===== src/rtl/apb_master_arbiter_if.sv =====
`default_nettype none
// ============================================================================
//  Module   : apb_master_arbiter_if
//  Purpose  : Bundles the requester-side and APB-master-side signals of the
//             apb_master_arbiter into one interface.
//             modport slave  : the arbiter's view (requests in, completions out,
//                              command out to the APB master block).
//             modport master : the environment's view (requesters plus the
//                              APB master block), directions reversed.
//  Ports    : req_sel/addr/write/wdata/error_in  requester commands (packed)
//             req_lock_in                         per-requester lock (APB_ARB_LOCK_EN)
//             req_ready/error_out, req_rdata_out  completion back to grantee
//             grant_out                           one-hot current grant
//             mst_sel/addr/write/wdata/error_out  command to APB master
//             mst_ready/error/rdata_in            status from APB master
//  Config   : APB_ARB_LOCK_EN adds req_lock_in.
//  Revision : 1.0  initial release
// ============================================================================
interface apb_master_arbiter_if #(
  parameter int NUM_REQ        = 4,
  parameter int APB_ADDR_WIDTH = 32,
  parameter int APB_DATA_WIDTH = 32
);
  logic [NUM_REQ-1:0]                req_sel_in;
  logic [NUM_REQ*APB_ADDR_WIDTH-1:0] req_addr_in;
  logic [NUM_REQ-1:0]                req_write_in;
  logic [NUM_REQ*APB_DATA_WIDTH-1:0] req_wdata_in;
  logic [NUM_REQ-1:0]                req_error_in;
`ifdef APB_ARB_LOCK_EN
  logic [NUM_REQ-1:0]                req_lock_in;
`endif
  logic [NUM_REQ-1:0]                req_ready_out;
  logic [NUM_REQ-1:0]                req_error_out;
  logic [APB_DATA_WIDTH-1:0]         req_rdata_out;
  logic [NUM_REQ-1:0]                grant_out;

  logic                              mst_sel_out;
  logic [APB_ADDR_WIDTH-1:0]         mst_addr_out;
  logic                              mst_write_out;
  logic [APB_DATA_WIDTH-1:0]         mst_wdata_out;
  logic                              mst_error_out;
  logic                              mst_ready_in;
  logic                              mst_error_in;
  logic [APB_DATA_WIDTH-1:0]         mst_rdata_in;

  modport slave (
`ifdef APB_ARB_LOCK_EN
    input  req_lock_in,
`endif
    input  req_sel_in, req_addr_in, req_write_in, req_wdata_in, req_error_in,
    output req_ready_out, req_error_out, req_rdata_out, grant_out,
    output mst_sel_out, mst_addr_out, mst_write_out, mst_wdata_out, mst_error_out,
    input  mst_ready_in, mst_error_in, mst_rdata_in
  );

  modport master (
`ifdef APB_ARB_LOCK_EN
    output req_lock_in,
`endif
    output req_sel_in, req_addr_in, req_write_in, req_wdata_in, req_error_in,
    input  req_ready_out, req_error_out, req_rdata_out, grant_out,
    input  mst_sel_out, mst_addr_out, mst_write_out, mst_wdata_out, mst_error_out,
    output mst_ready_in, mst_error_in, mst_rdata_in
  );
endinterface
`default_nettype wire


===== src/rtl/apb_master_arbiter.sv =====
`default_nettype none
// ============================================================================
//  Module   : apb_master_arbiter
//  Purpose  : Round-robin arbiter sharing one APB master block among NUM_REQ
//             requesters. Grants one requester, registers its command, drives
//             it to the master, returns the completion to the grantee and
//             re-arbitrates. A watchdog aborts transfers the master never ends.
//  Ports    : apb_clk_in   clock, all logic on rising edge
//             apb_rstn_in  asynchronous active-low reset
//             bus          apb_master_arbiter_if.slave (requester + master side)
//  Config   : APB_ARB_LOCK_EN - when defined, a grantee holding req_lock_in
//             and req_sel_in at completion is re-granted without rotation.
//  Revision : 1.0  initial release
// ============================================================================
module apb_master_arbiter #(
  parameter int NUM_REQ        = 4,
  parameter int APB_ADDR_WIDTH = 32,
  parameter int APB_DATA_WIDTH = 32,
  parameter int WATCHDOG_CYCLE = 16
) (
  input  logic                 apb_clk_in,
  input  logic                 apb_rstn_in,
  apb_master_arbiter_if.slave  bus
);

  localparam int c_IW   = (NUM_REQ > 1) ? $clog2(NUM_REQ) : 1;
  localparam int c_WD_W = $clog2(WATCHDOG_CYCLE + 1);
  localparam logic [c_IW-1:0]    c_PTR_RST = c_IW'(NUM_REQ - 1);
  localparam logic [c_WD_W-1:0]  c_WD_LAST = c_WD_W'(WATCHDOG_CYCLE - 1);
  localparam logic [NUM_REQ-1:0] c_ONE     = NUM_REQ'(1);

  typedef enum logic [1:0] {
    ST_IDLE    = 2'd0,
    ST_BUSY    = 2'd1,
    ST_RELEASE = 2'd2
  } state_t;

  state_t                    r_state;
  logic [c_IW-1:0]           r_ptr;
  logic [c_IW-1:0]           r_gidx;
  logic [NUM_REQ-1:0]        r_grant;
  logic                      r_sel;
  logic [APB_ADDR_WIDTH-1:0] r_addr;
  logic                      r_write;
  logic [APB_DATA_WIDTH-1:0] r_wdata;
  logic [c_WD_W-1:0]         r_wdog;
  logic [NUM_REQ-1:0]        r_ready;
  logic [NUM_REQ-1:0]        r_err;
  logic [APB_DATA_WIDTH-1:0] r_rdata;
`ifdef APB_ARB_LOCK_EN
  logic                      r_lock_hold;
`endif

  // Per-requester views of the packed command buses
  logic [APB_ADDR_WIDTH-1:0] w_addr_arr  [NUM_REQ];
  logic [APB_DATA_WIDTH-1:0] w_wdata_arr [NUM_REQ];

  for (genvar i = 0; i < NUM_REQ; i++) begin : g_unpack
    assign w_addr_arr[i]  = bus.req_addr_in[i*APB_ADDR_WIDTH +: APB_ADDR_WIDTH];
    assign w_wdata_arr[i] = bus.req_wdata_in[i*APB_DATA_WIDTH +: APB_DATA_WIDTH];
  end

  // (p + k) mod NUM_REQ for 1 <= k <= NUM_REQ without a general divider
  function automatic logic [c_IW-1:0] f_wrap(input logic [c_IW-1:0] p, input int k);
    int s;
    s = int'(p) + k;
    if (s >= NUM_REQ) s = s - NUM_REQ;
    return c_IW'(s);
  endfunction

  // Round-robin pick: first requester after the last grantee
  logic            w_found;
  logic [c_IW-1:0] w_pick;

  always_comb begin
    w_found = 1'b0;
    w_pick  = '0;
    for (int k = 1; k <= NUM_REQ; k++) begin
      if (!w_found && bus.req_sel_in[f_wrap(r_ptr, k)]) begin
        w_found = 1'b1;
        w_pick  = f_wrap(r_ptr, k);
      end
    end
  end

  // A new grant is started from IDLE, or (lock build) straight from RELEASE
  // back to the same grantee once the master has dropped its ready.
  logic            w_do_start;
  logic [c_IW-1:0] w_start_idx;

  always_comb begin
    w_do_start  = (r_state == ST_IDLE) && w_found;
    w_start_idx = w_pick;
`ifdef APB_ARB_LOCK_EN
    if (r_state == ST_RELEASE) begin
      w_do_start  = !bus.mst_ready_in && r_lock_hold;
      w_start_idx = r_gidx;
    end
`endif
  end

  always_ff @(posedge apb_clk_in or negedge apb_rstn_in) begin
    if (!apb_rstn_in) begin
      r_state     <= ST_IDLE;
      r_ptr       <= c_PTR_RST;
      r_gidx      <= '0;
      r_grant     <= '0;
      r_sel       <= 1'b0;
      r_addr      <= '0;
      r_write     <= 1'b0;
      r_wdata     <= '0;
      r_wdog      <= '0;
      r_ready     <= '0;
      r_err       <= '0;
      r_rdata     <= '0;
`ifdef APB_ARB_LOCK_EN
      r_lock_hold <= 1'b0;
`endif
    end else begin
      r_ready <= '0;
      if (w_do_start) begin
        r_state <= ST_BUSY;
        r_gidx  <= w_start_idx;
        r_ptr   <= w_start_idx;   // unchanged on a locked re-grant
        r_grant <= c_ONE << w_start_idx;
        r_sel   <= 1'b1;
        r_addr  <= w_addr_arr[w_start_idx];
        r_write <= bus.req_write_in[w_start_idx];
        r_wdata <= bus.req_write_in[w_start_idx] ? w_wdata_arr[w_start_idx] : '0;
        r_wdog  <= '0;
      end else begin
        case (r_state)
          ST_BUSY: begin
            // Real completion takes priority over a coincident watchdog expiry
            if (bus.mst_ready_in || (r_wdog == c_WD_LAST)) begin
              r_ready <= r_grant;
              r_err   <= bus.mst_ready_in ? (r_grant & {NUM_REQ{bus.mst_error_in}})
                                          : r_grant;
              r_rdata <= bus.mst_ready_in ? bus.mst_rdata_in : '0;
              r_state <= ST_RELEASE;
              r_grant <= '0;
              r_sel   <= 1'b0;
              r_addr  <= '0;
              r_write <= 1'b0;
              r_wdata <= '0;
`ifdef APB_ARB_LOCK_EN
              r_lock_hold <= bus.req_lock_in[r_gidx] & bus.req_sel_in[r_gidx];
`endif
            end else begin
              r_wdog <= r_wdog + 1'b1;
            end
          end
          ST_RELEASE: begin
            // Wait for the master to drop ready so it is back in its idle state
            if (!bus.mst_ready_in) begin
              r_state <= ST_IDLE;
            end
          end
          ST_IDLE: begin
            r_state <= ST_IDLE;
          end
          default: begin
            r_state <= ST_IDLE;
          end
        endcase
      end
    end
  end

  assign bus.grant_out     = r_grant;
  assign bus.req_ready_out = r_ready;
  assign bus.req_error_out = r_err;
  assign bus.req_rdata_out = r_rdata;
  assign bus.mst_sel_out   = r_sel;
  assign bus.mst_addr_out  = r_addr;
  assign bus.mst_write_out = r_write;
  assign bus.mst_wdata_out = r_wdata;
  // Requester-side error passes straight through while a transfer is active
  assign bus.mst_error_out = r_sel & bus.req_error_in[r_gidx];

endmodule
`default_nettype wire

===== src/flat_wrapper.sv =====
// flat-port wrapper written by rule: the top's interface ports become plain ports
module apb_master_arbiter_flat 
#(
  parameter int NUM_REQ        = 4,
  parameter int APB_ADDR_WIDTH = 32,
  parameter int APB_DATA_WIDTH = 32,
  parameter int WATCHDOG_CYCLE = 16
)
  (apb_clk_in, apb_rstn_in, bus_req_sel_in, bus_req_addr_in, bus_req_write_in, bus_req_wdata_in, bus_req_error_in, bus_req_ready_out, bus_req_error_out, bus_req_rdata_out, bus_grant_out, bus_mst_sel_out, bus_mst_addr_out, bus_mst_write_out, bus_mst_wdata_out, bus_mst_error_out, bus_mst_ready_in, bus_mst_error_in, bus_mst_rdata_in);
  apb_master_arbiter_if #(.NUM_REQ(NUM_REQ), .APB_ADDR_WIDTH(APB_ADDR_WIDTH), .APB_DATA_WIDTH(APB_DATA_WIDTH)) bus_i ();
  input  logic apb_clk_in;
  input  logic apb_rstn_in;
  input wire logic [$bits(bus_i.req_sel_in)-1:0] bus_req_sel_in;
  input wire logic [$bits(bus_i.req_addr_in)-1:0] bus_req_addr_in;
  input wire logic [$bits(bus_i.req_write_in)-1:0] bus_req_write_in;
  input wire logic [$bits(bus_i.req_wdata_in)-1:0] bus_req_wdata_in;
  input wire logic [$bits(bus_i.req_error_in)-1:0] bus_req_error_in;
  output wire logic [$bits(bus_i.req_ready_out)-1:0] bus_req_ready_out;
  output wire logic [$bits(bus_i.req_error_out)-1:0] bus_req_error_out;
  output wire logic [$bits(bus_i.req_rdata_out)-1:0] bus_req_rdata_out;
  output wire logic [$bits(bus_i.grant_out)-1:0] bus_grant_out;
  output wire logic [$bits(bus_i.mst_sel_out)-1:0] bus_mst_sel_out;
  output wire logic [$bits(bus_i.mst_addr_out)-1:0] bus_mst_addr_out;
  output wire logic [$bits(bus_i.mst_write_out)-1:0] bus_mst_write_out;
  output wire logic [$bits(bus_i.mst_wdata_out)-1:0] bus_mst_wdata_out;
  output wire logic [$bits(bus_i.mst_error_out)-1:0] bus_mst_error_out;
  input wire logic [$bits(bus_i.mst_ready_in)-1:0] bus_mst_ready_in;
  input wire logic [$bits(bus_i.mst_error_in)-1:0] bus_mst_error_in;
  input wire logic [$bits(bus_i.mst_rdata_in)-1:0] bus_mst_rdata_in;
  assign bus_i.req_sel_in = bus_req_sel_in;
  assign bus_i.req_addr_in = bus_req_addr_in;
  assign bus_i.req_write_in = bus_req_write_in;
  assign bus_i.req_wdata_in = bus_req_wdata_in;
  assign bus_i.req_error_in = bus_req_error_in;
  assign bus_req_ready_out = bus_i.req_ready_out;
  assign bus_req_error_out = bus_i.req_error_out;
  assign bus_req_rdata_out = bus_i.req_rdata_out;
  assign bus_grant_out = bus_i.grant_out;
  assign bus_mst_sel_out = bus_i.mst_sel_out;
  assign bus_mst_addr_out = bus_i.mst_addr_out;
  assign bus_mst_write_out = bus_i.mst_write_out;
  assign bus_mst_wdata_out = bus_i.mst_wdata_out;
  assign bus_mst_error_out = bus_i.mst_error_out;
  assign bus_i.mst_ready_in = bus_mst_ready_in;
  assign bus_i.mst_error_in = bus_mst_error_in;
  assign bus_i.mst_rdata_in = bus_mst_rdata_in;
  apb_master_arbiter #(.NUM_REQ(NUM_REQ), .APB_ADDR_WIDTH(APB_ADDR_WIDTH), .APB_DATA_WIDTH(APB_DATA_WIDTH), .WATCHDOG_CYCLE(WATCHDOG_CYCLE)) u_core (.apb_clk_in(apb_clk_in), .apb_rstn_in(apb_rstn_in), .bus(bus_i));
endmodule

===== config.mk =====
export PLATFORM = sky130hd
export DESIGN_NAME = apb_master_arbiter_flat
export DESIGN_NICKNAME = d
export VERILOG_FILES = /design/src/rtl/apb_master_arbiter_if.sv /design/src/rtl/apb_master_arbiter.sv /design/src/flat_wrapper.sv
export SDC_FILE = /design/constraint.sdc
export NUM_CORES = 1
export LEC_CHECK = 0
export BUFFER_PORTS_ARGS = -buffer_cell sky130_fd_sc_hd__clkbuf_2
export CORE_AREA = 2 2 163 165
export DETAILED_ROUTE_END_ITERATION = 6
export DIE_AREA = 0 0 165 167
export PLACE_DENSITY = 0.62
export SLEW_MARGIN = 20
export SYNTH_ARGS = -nofsm -noshare
export SYNTH_HDL_FRONTEND = slang
export SYNTH_SLANG_ARGS = --single-unit

===== constraint.sdc =====
create_clock -name apb_clk_in -period 6.4 [get_ports apb_clk_in]
set_clock_uncertainty 0.1 [all_clocks]
set_input_delay 0 -clock apb_clk_in [delete_from_list [all_inputs] [get_ports apb_clk_in]]
set_output_delay 0 -clock apb_clk_in [all_outputs]
set_load 0.05 [all_outputs]

==> impl_metrics.json, run 1 <==
{
  "status": "finished, final reports clean",
  "synthFlopType": "dfrtp_1",
  "arrival_ns": 4.50,
  "grt_pass1_vias": 8206,
  "post-cts-setup-buffers": 0,
  "cts_buffers": 17,
  "hold_violations": 0,
  "cts-root-buf": "clkbuf_16",
  "hpwl_mm": 17.08,
  "slew_headroom": 0.3231,
  "dp.cells": 1447,
  "end_kind": "register",
  "ir_worst_vdd_mv": 0.3161,
  "ys_top_cells_by_area": "dfrtp_1, nand2_1, a21oi_1, a32o_1, nand3_1",
  "layout.nets": 1667,
  "clock_path_buffers": 2,
  "viasPerCell": 4.726,
  "post_route_cells_drive_above_1_share": 0.3428,
  "path_clk_slew_ns": 0.06,
  "grt_pass1_wl_mm": 40.19,
  "drv_slew": 0,
  "required_ns": 6.65,
  "syn_inst": 753,
  "worstHoldStart": "bus_req_sel_in[0]",
  "drc": 0,
  "r2r_start": "u_core.r_ptr[1]",
  "first_pass_iters": 5,
  "core_area_um2": 25760,
  "first_iter_violations": 650,
  "path_class": "register to register",
  "async_flop_share": 1.000,
  "overflow": 0,
  "finalInstanceArea_um2": 11610,
  "hold_path_depth": 4,
  "r2r_setup_slack_ns": 2.14,
  "worst_r2r_path_depth": 8,
  "yosysWarnings": 0,
  "drt_wl_total_mm": 26.33,
  "crit_slowest_cell": "o221a_4",
  "grt_max_degree": 67,
  "die_x_um": 165,
  "r2r_end": "u_core.bus.mst_wdata_out[26]",
  "hold_ws_ns": 0.04427,
  "wl_per_cell_um": 15.41,
  "die_area_um2": 27560,
  "rsz0062_at_grt": "no",
  "portBuffers": 414,
  "path_max_fanout": 65,
  "path_cells": "mux2i_1 -> o221a_4 -> buf_4 -> nand2_1 -> nand3_1 -> dlygate4sd3_1 -> a32o_1 -> dlygate4sd3_1",
  "path_common_cell": "dlygate4sd3_1",
  "tightest_slew_ns": 1.015,
  "synth.most_common_cell": "nand2_1",
  "syn_area_um2": 6404,
  "syn_avg_cell_area_um2": 8.504,
  "clk_latency_ns": 0.41,
  "instances_no_fill": 1709,
  "finalPower_mw": 5.761,
  "ys_ff_latch": 121,
  "setup_viol": 0,
  "grt_usage": 0.1832,
  "yosys.area.top_type": "dfrtp_1",
  "hold_path.class": "primary input to register",
  "worst_path_largest_cell_delay_ns": 0.73,
  "dieHeight_um": 167,
  "clock.fmax_mhz": 234.8,
  "p_leak_nw": 6.208,
  "vias": 8077,
  "synth_top_area_frac": 0.4650,
  "fin_crit_ns": 4.259,
  "min_to": "u_core.r_ptr[0]",
  "cts_tree": "built",
  "yosysSeqAreaShare": 0.4732,
  "cts_resized": 0,
  "synth_edf_count": 0,
  "rows": 59,
  "synthTopCellsByCount": "nand2_1, dfrtp_1, a21oi_1",
  "cp-start-kind": "register",
  "ys_types": 42,
  "initial_core_util": 0.2486,
  "place_area_um2": 8680,
  "ant_nets": 0,
  "htree_levels": 4,
  "cap_viol_max_count": 0,
  "clock_sinks": 121,
  "globalplace.congestion": 0.8507,
  "antenna_found_initial": 0,
  "synth_fp_nets": 1059,
  "diodes": 0,
  "synthToLayoutAreaGrowth_pct": 81.24,
  "io_pins": 415,
  "final.period_utilization": 0.6654,
  "power_density_nw_per_um2": 496.3,
  "final.setup.tns_ns": 0
}
how the worst max path moves through the flow:
stage / startpoint / end / slack, ns / depth (start not counted)
6_report: u_core.r_ptr[1] / u_core.bus.mst_wdata_out[26] / 2.14 / 8
5_1_grt: u_core.r_ptr[1] / u_core.bus.mst_wdata_out[26] / 1.92 / 8
3_5_place_dp: u_core.r_wdog[0] / u_core.bus.grant_out[1] / 2.64 / 8
2_1_floorplan: u_core.r_wdog[0] / u_core.bus.grant_out[1] / 4.12 / 10
3_3_place_gp: u_core.r_wdog[0] / u_core.bus.grant_out[1] / 2.70 / 8
4_1_cts: u_core.r_wdog[0] / u_core.bus.mst_wdata_out[26] / 2.11 / 8
metrics by stage:
stage | worst slack (ns) | util
floorplan | 4.122 | -
global placement | 2.699 | 0.3369
detailed placement | 2.638 | 0.3369
CTS | 2.105 | 0.4494
global route | 1.919 | 0.4505
finish | 2.141 | 0.4505
sequential cells by signal, indices dropped and copies added, names as in the netlist:
signal and flops:
u_core.r_wdog 5, u_core.bus.mst_wdata_out 32, u_core.bus.mst_sel_out 1, u_core.bus.req_ready_out 4, u_core.bus.req_error_out 4, u_core.r_state 2
u_core.bus.req_rdata_out 32, u_core.bus.grant_out 4, u_core.bus.mst_write_out 1, u_core.r_ptr 2, u_core.bus.mst_addr_out 32, u_core.r_gidx 2
cell usage in the layout (no fill, tap or decap), types with 3 or more instances in the layout:
cell	Yosys	layout
a211o_1	32	32
a21o_1	4	4
a21oi_1	65	65
a22o_1	33	33
a32o_1	32	32
buf_4	0	8
clkbuf_16	0	17
clkbuf_2	0	413
dfrtp_1	119	119
dlygate4sd3_1	0	229
inv_1	8	8
inv_6	0	4
inv_8	0	6
mux2i_1	3	3
nand2_1	273	273
nand3_1	64	64
nor2_1	11	11
o21ai_0	9	9
xor2_1	3	3
critical path, delay by kind of cell (launching register included):
| family | cells | cell delay, ns |
|---|---|---|
| buffers and inverters | 3 | 1.79 |
| muxes | 1 | 0.41 |
| DFF | 1 | 0.61 |
| and+or+nand+nor | 2 | 0.30 |
| AOI/OAI and AO/OA | 2 | 0.89 |
power breakdown:
part	internal [mW]	switching [mW]
clock network	0.561	0.416
logic	1.33	2.17
registers	1.08	0.210
kinds of logic after synthesis:
kind of cell	share of synthesized area
and+or+nand+nor	0.2317
AOI/OAI and AO/OA	0.2245
DFF	0.4732
buffers and inverters	0.05080
muxes	0.01036
xor gates and xnor gates	0.005472
adders and majority gates	0.003907
cell type report:
cell class | instances | area (um^2)
Tap cell | 335 | 419.2
Clock inverter | 15 | 180.2
Fill cell | 2490 | 14160
Timing Repair Buffer | 651 | 4447
Inverter | 8 | 30.03
Clock buffer | 17 | 425.4
Sequential cell | 121 | 3030
Multi-Input combinational cell | 562 | 3074
metal layers:
metal | global-route usage | part of all wire | up-vias
met2 | 0.3310 | 0.50 | 395
met4 | 0.07070 | 0.028 | 0
met5 | 0 | 0 | -
met3 | 0.05031 | 0.082 | 51
li1 | - | - | 3852
met1 | 0.2014 | 0.39 | 3779
what timing repair did:
| item | CTS | global route |
|---|---|---|
| endpoints found under the hold margin | 163 | 0 |
| setup endpoints to repair | 0 | 0 |
| hold buffers | 229 | 0 |
Power figures use the tool's default switching activity.
==> run 2: changes to the inputs <==
==> constraint.sdc (replaced) <==
create_clock -name apb_clk_in -period 4.3 [get_ports apb_clk_in]
set_clock_uncertainty 0.1 [all_clocks]
set_input_delay 0 -clock apb_clk_in [delete_from_list [all_inputs] [get_ports apb_clk_in]]
set_output_delay 0 -clock apb_clk_in [all_outputs]
set_load 0.05 [all_outputs]
==> impl_metrics.json, run 2 (synthesized netlist as in run 1, its figures left out) <==
{
  "vias": 8077,
  "clock_sinks": 121,
  "post-cts-setup-buffers": 0,
  "synthToLayoutAreaGrowth_pct": 81.95,
  "clock.fmax_mhz": 272.1,
  "hold_ws_ns": 0.05768,
  "die_area_um2": 27560,
  "cap_viol_max_count": 0,
  "p_leak_nw": 6.238,
  "status": "finished, final reports clean",
  "die_x_um": 165,
  "core_area_um2": 25760,
  "first_iter_violations": 613,
  "seq_area_um2": 3030,
  "holdBufCountCts": 229,
  "post_route_cells_drive_above_1_share": 0.3449,
  "first_pass_iters": 5,
  "hold_path.class": "primary input to register",
  "multiInputGateArea_um2": 3073,
  "nFillCells": 2472,
  "path_cells": "nand2b_1 -> a21oi_2 -> o221ai_4 -> buf_4 -> nand2_1 -> nand3_1 -> dlygate4sd3_1 -> a32o_1 -> dlygate4sd3_1",
  "r2r_end": "u_core.bus.mst_wdata_out[23]",
  "clock_path_buffers": 2,
  "finalPower_mw": 8.612,
  "dieHeight_um": 167,
  "rows": 59,
  "worst_path_largest_cell_delay_ns": 0.67,
  "hold_violations": 0,
  "drt_wl_total_mm": 27.40,
  "viasPerCell": 4.707,
  "place_area_um2": 8765,
  "path_clk_slew_ns": 0.06,
  "finalInstanceArea_um2": 11650,
  "arrival_ns": 3.92,
  "final_core_utilization": 0.4522,
  "final.period_utilization": 0.8547,
  "grt_max_degree": 65,
  "end_kind": "register",
  "worstSetupStartpoint": "u_core.r_ptr[1]",
  "htree_levels": 4,
  "power_density_nw_per_um2": 739.1,
  "cts-root-buf": "clkbuf_16",
  "ir_worst_vdd_mv": 0.4167,
  "antenna_found_initial": 1,
  "final.setup.tns_ns": 0,
  "worst_r2r_path_depth": 9,
  "cp_top_family": "buffers and inverters",
  "dp_worst_setup_slack_ns": 1.381,
  "crit_slowest_cell": "buf_4",
  "setup_ws_ns": 0.6249,
  "portBuffers": 414,
  "setup_viol": 0,
  "path_common_cell": "dlygate4sd3_1",
  "tightest_slew_ns": 1.040,
  "required_ns": 4.54,
  "final_cell_mix": "clkbuf_2, nand2_1, dlygate4sd3_1",
  "ant_nets": 0,
  "grt_pass1_vias": 8244,
  "path_class": "register to register",
  "drv_slew": 0,
  "fin_crit_ns": 3.675,
  "crit_buf_inv": 3,
  "crit_cells": 9,
  "slew_headroom": 0.3065,
  "hpwl_mm": 17.99,
  "cts_buffers": 17,
  "grt_pass1_wl_mm": 41.52,
  "drc": 0,
  "cp-start-kind": "register",
  "endpoint": "u_core.bus.mst_wdata_out[23]",
  "rsz0062_at_grt": "no",
  "grt_usage": 0.1917,
  "path_max_fanout": 64,
  "layout.nets": 1673,
  "r2r_start": "u_core.r_ptr[1]",
  "dp.cells": 1454,
  "globalplace.congestion": 0.8752,
  "cts_resized": 0,
  "instances_no_fill": 1716,
  "io_pins": 415,
  "final_common_cell": "clkbuf_2",
  "initial_core_util": 0.2486,
  "overflow": 0,
  "wl_per_cell_um": 15.97,
  "r2r_setup_slack_ns": 0.62,
  "clk_latency_ns": 0.41,
  "cts_tree": "built"
}
run 2: per-layer routing:
layer  vias up  track usage  wire length, um  part of all wire
li1       3864            -                -                 -
met1      3770       0.2113            10620              0.39
met2       389       0.3498            13880              0.51
met3        54      0.04857             2075             0.076
met4         0      0.07146              828             0.030
met5         -            0                0                 0
run 2: tightest hold or removal path: stages:
cell	delay, ns
clkbuf_2	0.18
o31a_1	0.19
nand2_1	0.08
o21a_1	0.11
run 2: where the power goes:
group	internal (mW)	total, mW	switching [mW]
Sequential	1.61	1.93	0.323
Combinational	2.01	5.24	3.22
Clock	0.784	1.45	0.661
run 2: area by class of cell:
type / instances / share of cell area
inverter: 8 / 0.002577
clock buffer: 17 / 0.03651
clock inverter: 15 / 0.01428
multi-input combinational: 562 / 0.2637
timing repair buffer: 657 / 0.3866
tap: 335 / 0.03598
antenna: 1 / 0.0002148
sequential: 121 / 0.2601
run 2: how the worst min path moves through the flow:
| stage | start | to | slack (ns) | cells past startpoint |
|---|---|---|---|---|
| 3_5_place_dp | apb_rstn_in | u_core.bus.mst_wdata_out[21] | 0.02 | 1 |
| 3_3_place_gp | apb_rstn_in | u_core.bus.mst_wdata_out[21] | 0.01 | 1 |
| 5_1_grt | bus_req_sel_in[0] | u_core.r_ptr[0] | 0.09 | 4 |
| 4_1_cts | bus_req_sel_in[0] | u_core.r_ptr[0] | 0.03 | 4 |
| 2_1_floorplan | apb_rstn_in | u_core.bus.grant_out[0] | -0.40 | 0 |
| 6_report | bus_req_sel_in[0] | u_core.r_ptr[0] | 0.06 | 4 |
==> run 3: changes to the inputs <==
--- a/config.mk
+++ b/config.mk
@@ -6,10 +6,10 @@
 export NUM_CORES = 1
 export LEC_CHECK = 0
 export BUFFER_PORTS_ARGS = -buffer_cell sky130_fd_sc_hd__clkbuf_2
-export CORE_AREA = 2 2 163 165
+export CORE_AREA = 10 10 153 155
 export DETAILED_ROUTE_END_ITERATION = 6
-export DIE_AREA = 0 0 165 167
-export PLACE_DENSITY = 0.62
+export DIE_AREA = 0 0 163 165
+export PLACE_DENSITY = 0.73
 export SLEW_MARGIN = 20
 export SYNTH_ARGS = -nofsm -noshare
 export SYNTH_HDL_FRONTEND = slang
==> impl_metrics.json, run 3 (synthesized netlist as in run 1, its figures left out) <==
{
  "status": "finished, final reports clean",
  "wl_per_cell_um": 19.39,
  "final.period_utilization": 0.8626,
  "dieHeight_um": 165,
  "first_iter_violations": 910,
  "final_cell_mix": "clkbuf_2, nand2_1, dlygate4sd3_1",
  "tightest_slew_ns": 0.8856,
  "path_clk_slew_ns": 0.07,
  "share_comb_of_total_power": 0.613,
  "drt_wl_total_mm": 32.05,
  "path_max_fanout": 45,
  "cp-start-kind": "register",
  "end_kind": "register",
  "io_pins": 415,
  "first_pass_iters": 6,
  "setup_viol": 0,
  "power.internal_mw": 4.445,
  "post-cts-setup-buffers": 0,
  "diodes": 0,
  "clkPwrFrac": 0.167,
  "post_route_cells_drive_above_1_share": 0.3449,
  "rsz0062_at_grt": "no",
  "cts-root-buf": "clkbuf_16",
  "cts_resized": 0,
  "rows": 52,
  "r2r_setup_slack_ns": 0.59,
  "final_common_cell": "clkbuf_2",
  "clock.fmax_mhz": 269.6,
  "htree_levels": 4,
  "cts_tree": "built",
  "hold_path.class": "primary input to register",
  "vias": 8646,
  "clock_sinks": 121,
  "die_x_um": 163,
  "layout.nets": 1676,
  "path_class": "register to register",
  "p_sw_mw": 4.289,
  "grt_pass1_wl_mm": 49.02,
  "globalplace.congestion": 0.8900,
  "slew_headroom": 0.4064,
  "cap_viol_max_count": 0,
  "holdBufCountCts": 231,
  "power_density_nw_per_um2": 753.9,
  "grt_max_degree": 71,
  "grt_pass1_vias": 9221,
  "clock_path_buffers": 2,
  "antenna_found_initial": 0,
  "final.setup.tns_ns": 0,
  "ant_nets": 0,
  "drc": 0,
  "required_ns": 4.54,
  "hold_violations": 0,
  "viasPerCell": 5.230,
  "drv_slew": 0,
  "initial_core_util": 0.3175,
  "arrival_ns": 3.95,
  "portBuffers": 414,
  "core_area_um2": 20170,
  "clk_latency_ns": 0.41,
  "grt_usage": 0.2275,
  "finalPower_mw": 8.734,
  "ir_worst_vdd_mv": 0.4310,
  "seqPwrFrac": 0.220,
  "fin_crit_ns": 3.709,
  "cts_buffers": 17,
  "hpwl_mm": 20.83,
  "synthToLayoutAreaGrowth_pct": 80.91,
  "die_area_um2": 26900,
  "p_leak_nw": 6.240,
  "overflow": 0,
  "swShare": 0.4910
}
run 3: cell types whose count changed in the layout (fill, tap and decap cells not counted):
cell and change:
dlygate4sd3_1 +2, clkinv_8 -1, clkinvlp_4 +3, o21ai_2 +1, clkinv_4 -1, diode_2 -1, inv_6 -2, buf_12 -1
bufinv_16 +1, o21ai_4 -1, buf_4 +2
run 3: layer usage:
| layer | global-route usage | share of wire | up-vias |
|---|---|---|---|
| li1 | - | - | 3863 |
| met1 | 0.2474 | 0.36 | 4079 |
| met2 | 0.3912 | 0.50 | 604 |
| met3 | 0.07518 | 0.097 | 100 |
| met4 | 0.1127 | 0.042 | 0 |
| met5 | 0 | 0 | - |
run 3: final cells by class:
type | instances | area, um^2
clock inverters | 15 | 176.4
flip-flops and latches | 121 | 3030
repair buffers | 660 | 4519
multi-input cells | 562 | 3065
inverters | 8 | 30.03
well taps | 270 | 337.8
fillers | 1648 | 8584
clock buffers | 17 | 425.4
run 3: worst paths after layout:
kind | startpoint | to | cells after the start
min in group asynchronous | apb_rstn_in | u_core.r_ptr[1] | 3
min | bus_req_sel_in[0] | u_core.r_ptr[0] | 4
max reg2reg | u_core.r_ptr[1] | u_core.bus.mst_wdata_out[30] | 8
max | u_core.r_ptr[1] | u_core.bus.mst_wdata_out[30] | 8
min reg2reg | u_core.bus.req_error_out[1] | u_core.bus.req_error_out[1] | 2
max in group asynchronous | apb_rstn_in | u_core.bus.mst_wdata_out[14] | 4
run 3: critical path: stages, from the launching register on:
cell and delay [ns]:
dfstp_2 0.60, mux2i_1 0.37, o221a_4 0.64, buf_4 0.43, nand2_1 0.09, nand3_1 0.08, dlygate4sd3_1 0.56, a32o_1 0.16
dlygate4sd3_1 0.57
run 3: power groups by stage:
stage          Sequential (mW)  Combinational [mW]  Clock, mW
2_1_floorplan             3.26                1.80          0
3_3_place_gp              1.90                4.25          0
3_5_place_dp              1.91                4.32          0
4_1_cts                   1.90                5.23       1.49
5_1_grt                   1.97                5.68       1.55
6_report                  1.92                5.35       1.46
run 3: per-stage QoR:
| step | std cells | hold slack [ns] | worst slack, ns | util | area [um^2] |
|---|---|---|---|---|---|
| after floorplan | 753 | -0.3956 | 2.022 | - | 6404 |
| after global placement | 1389 | -0.2848 | 1.402 | 0.4292 | 8656 |
| after detailed placement | 1390 | -0.2819 | 1.353 | 0.4299 | 8671 |
| after CTS | 1653 | 0.03305 | 0.6402 | 0.5744 | 11580 |
| after global routing | 1653 | 0.06660 | 0.3694 | 0.5744 | 11580 |
| final | 1653 | 0.06332 | 0.5909 | 0.5744 | 11580 |
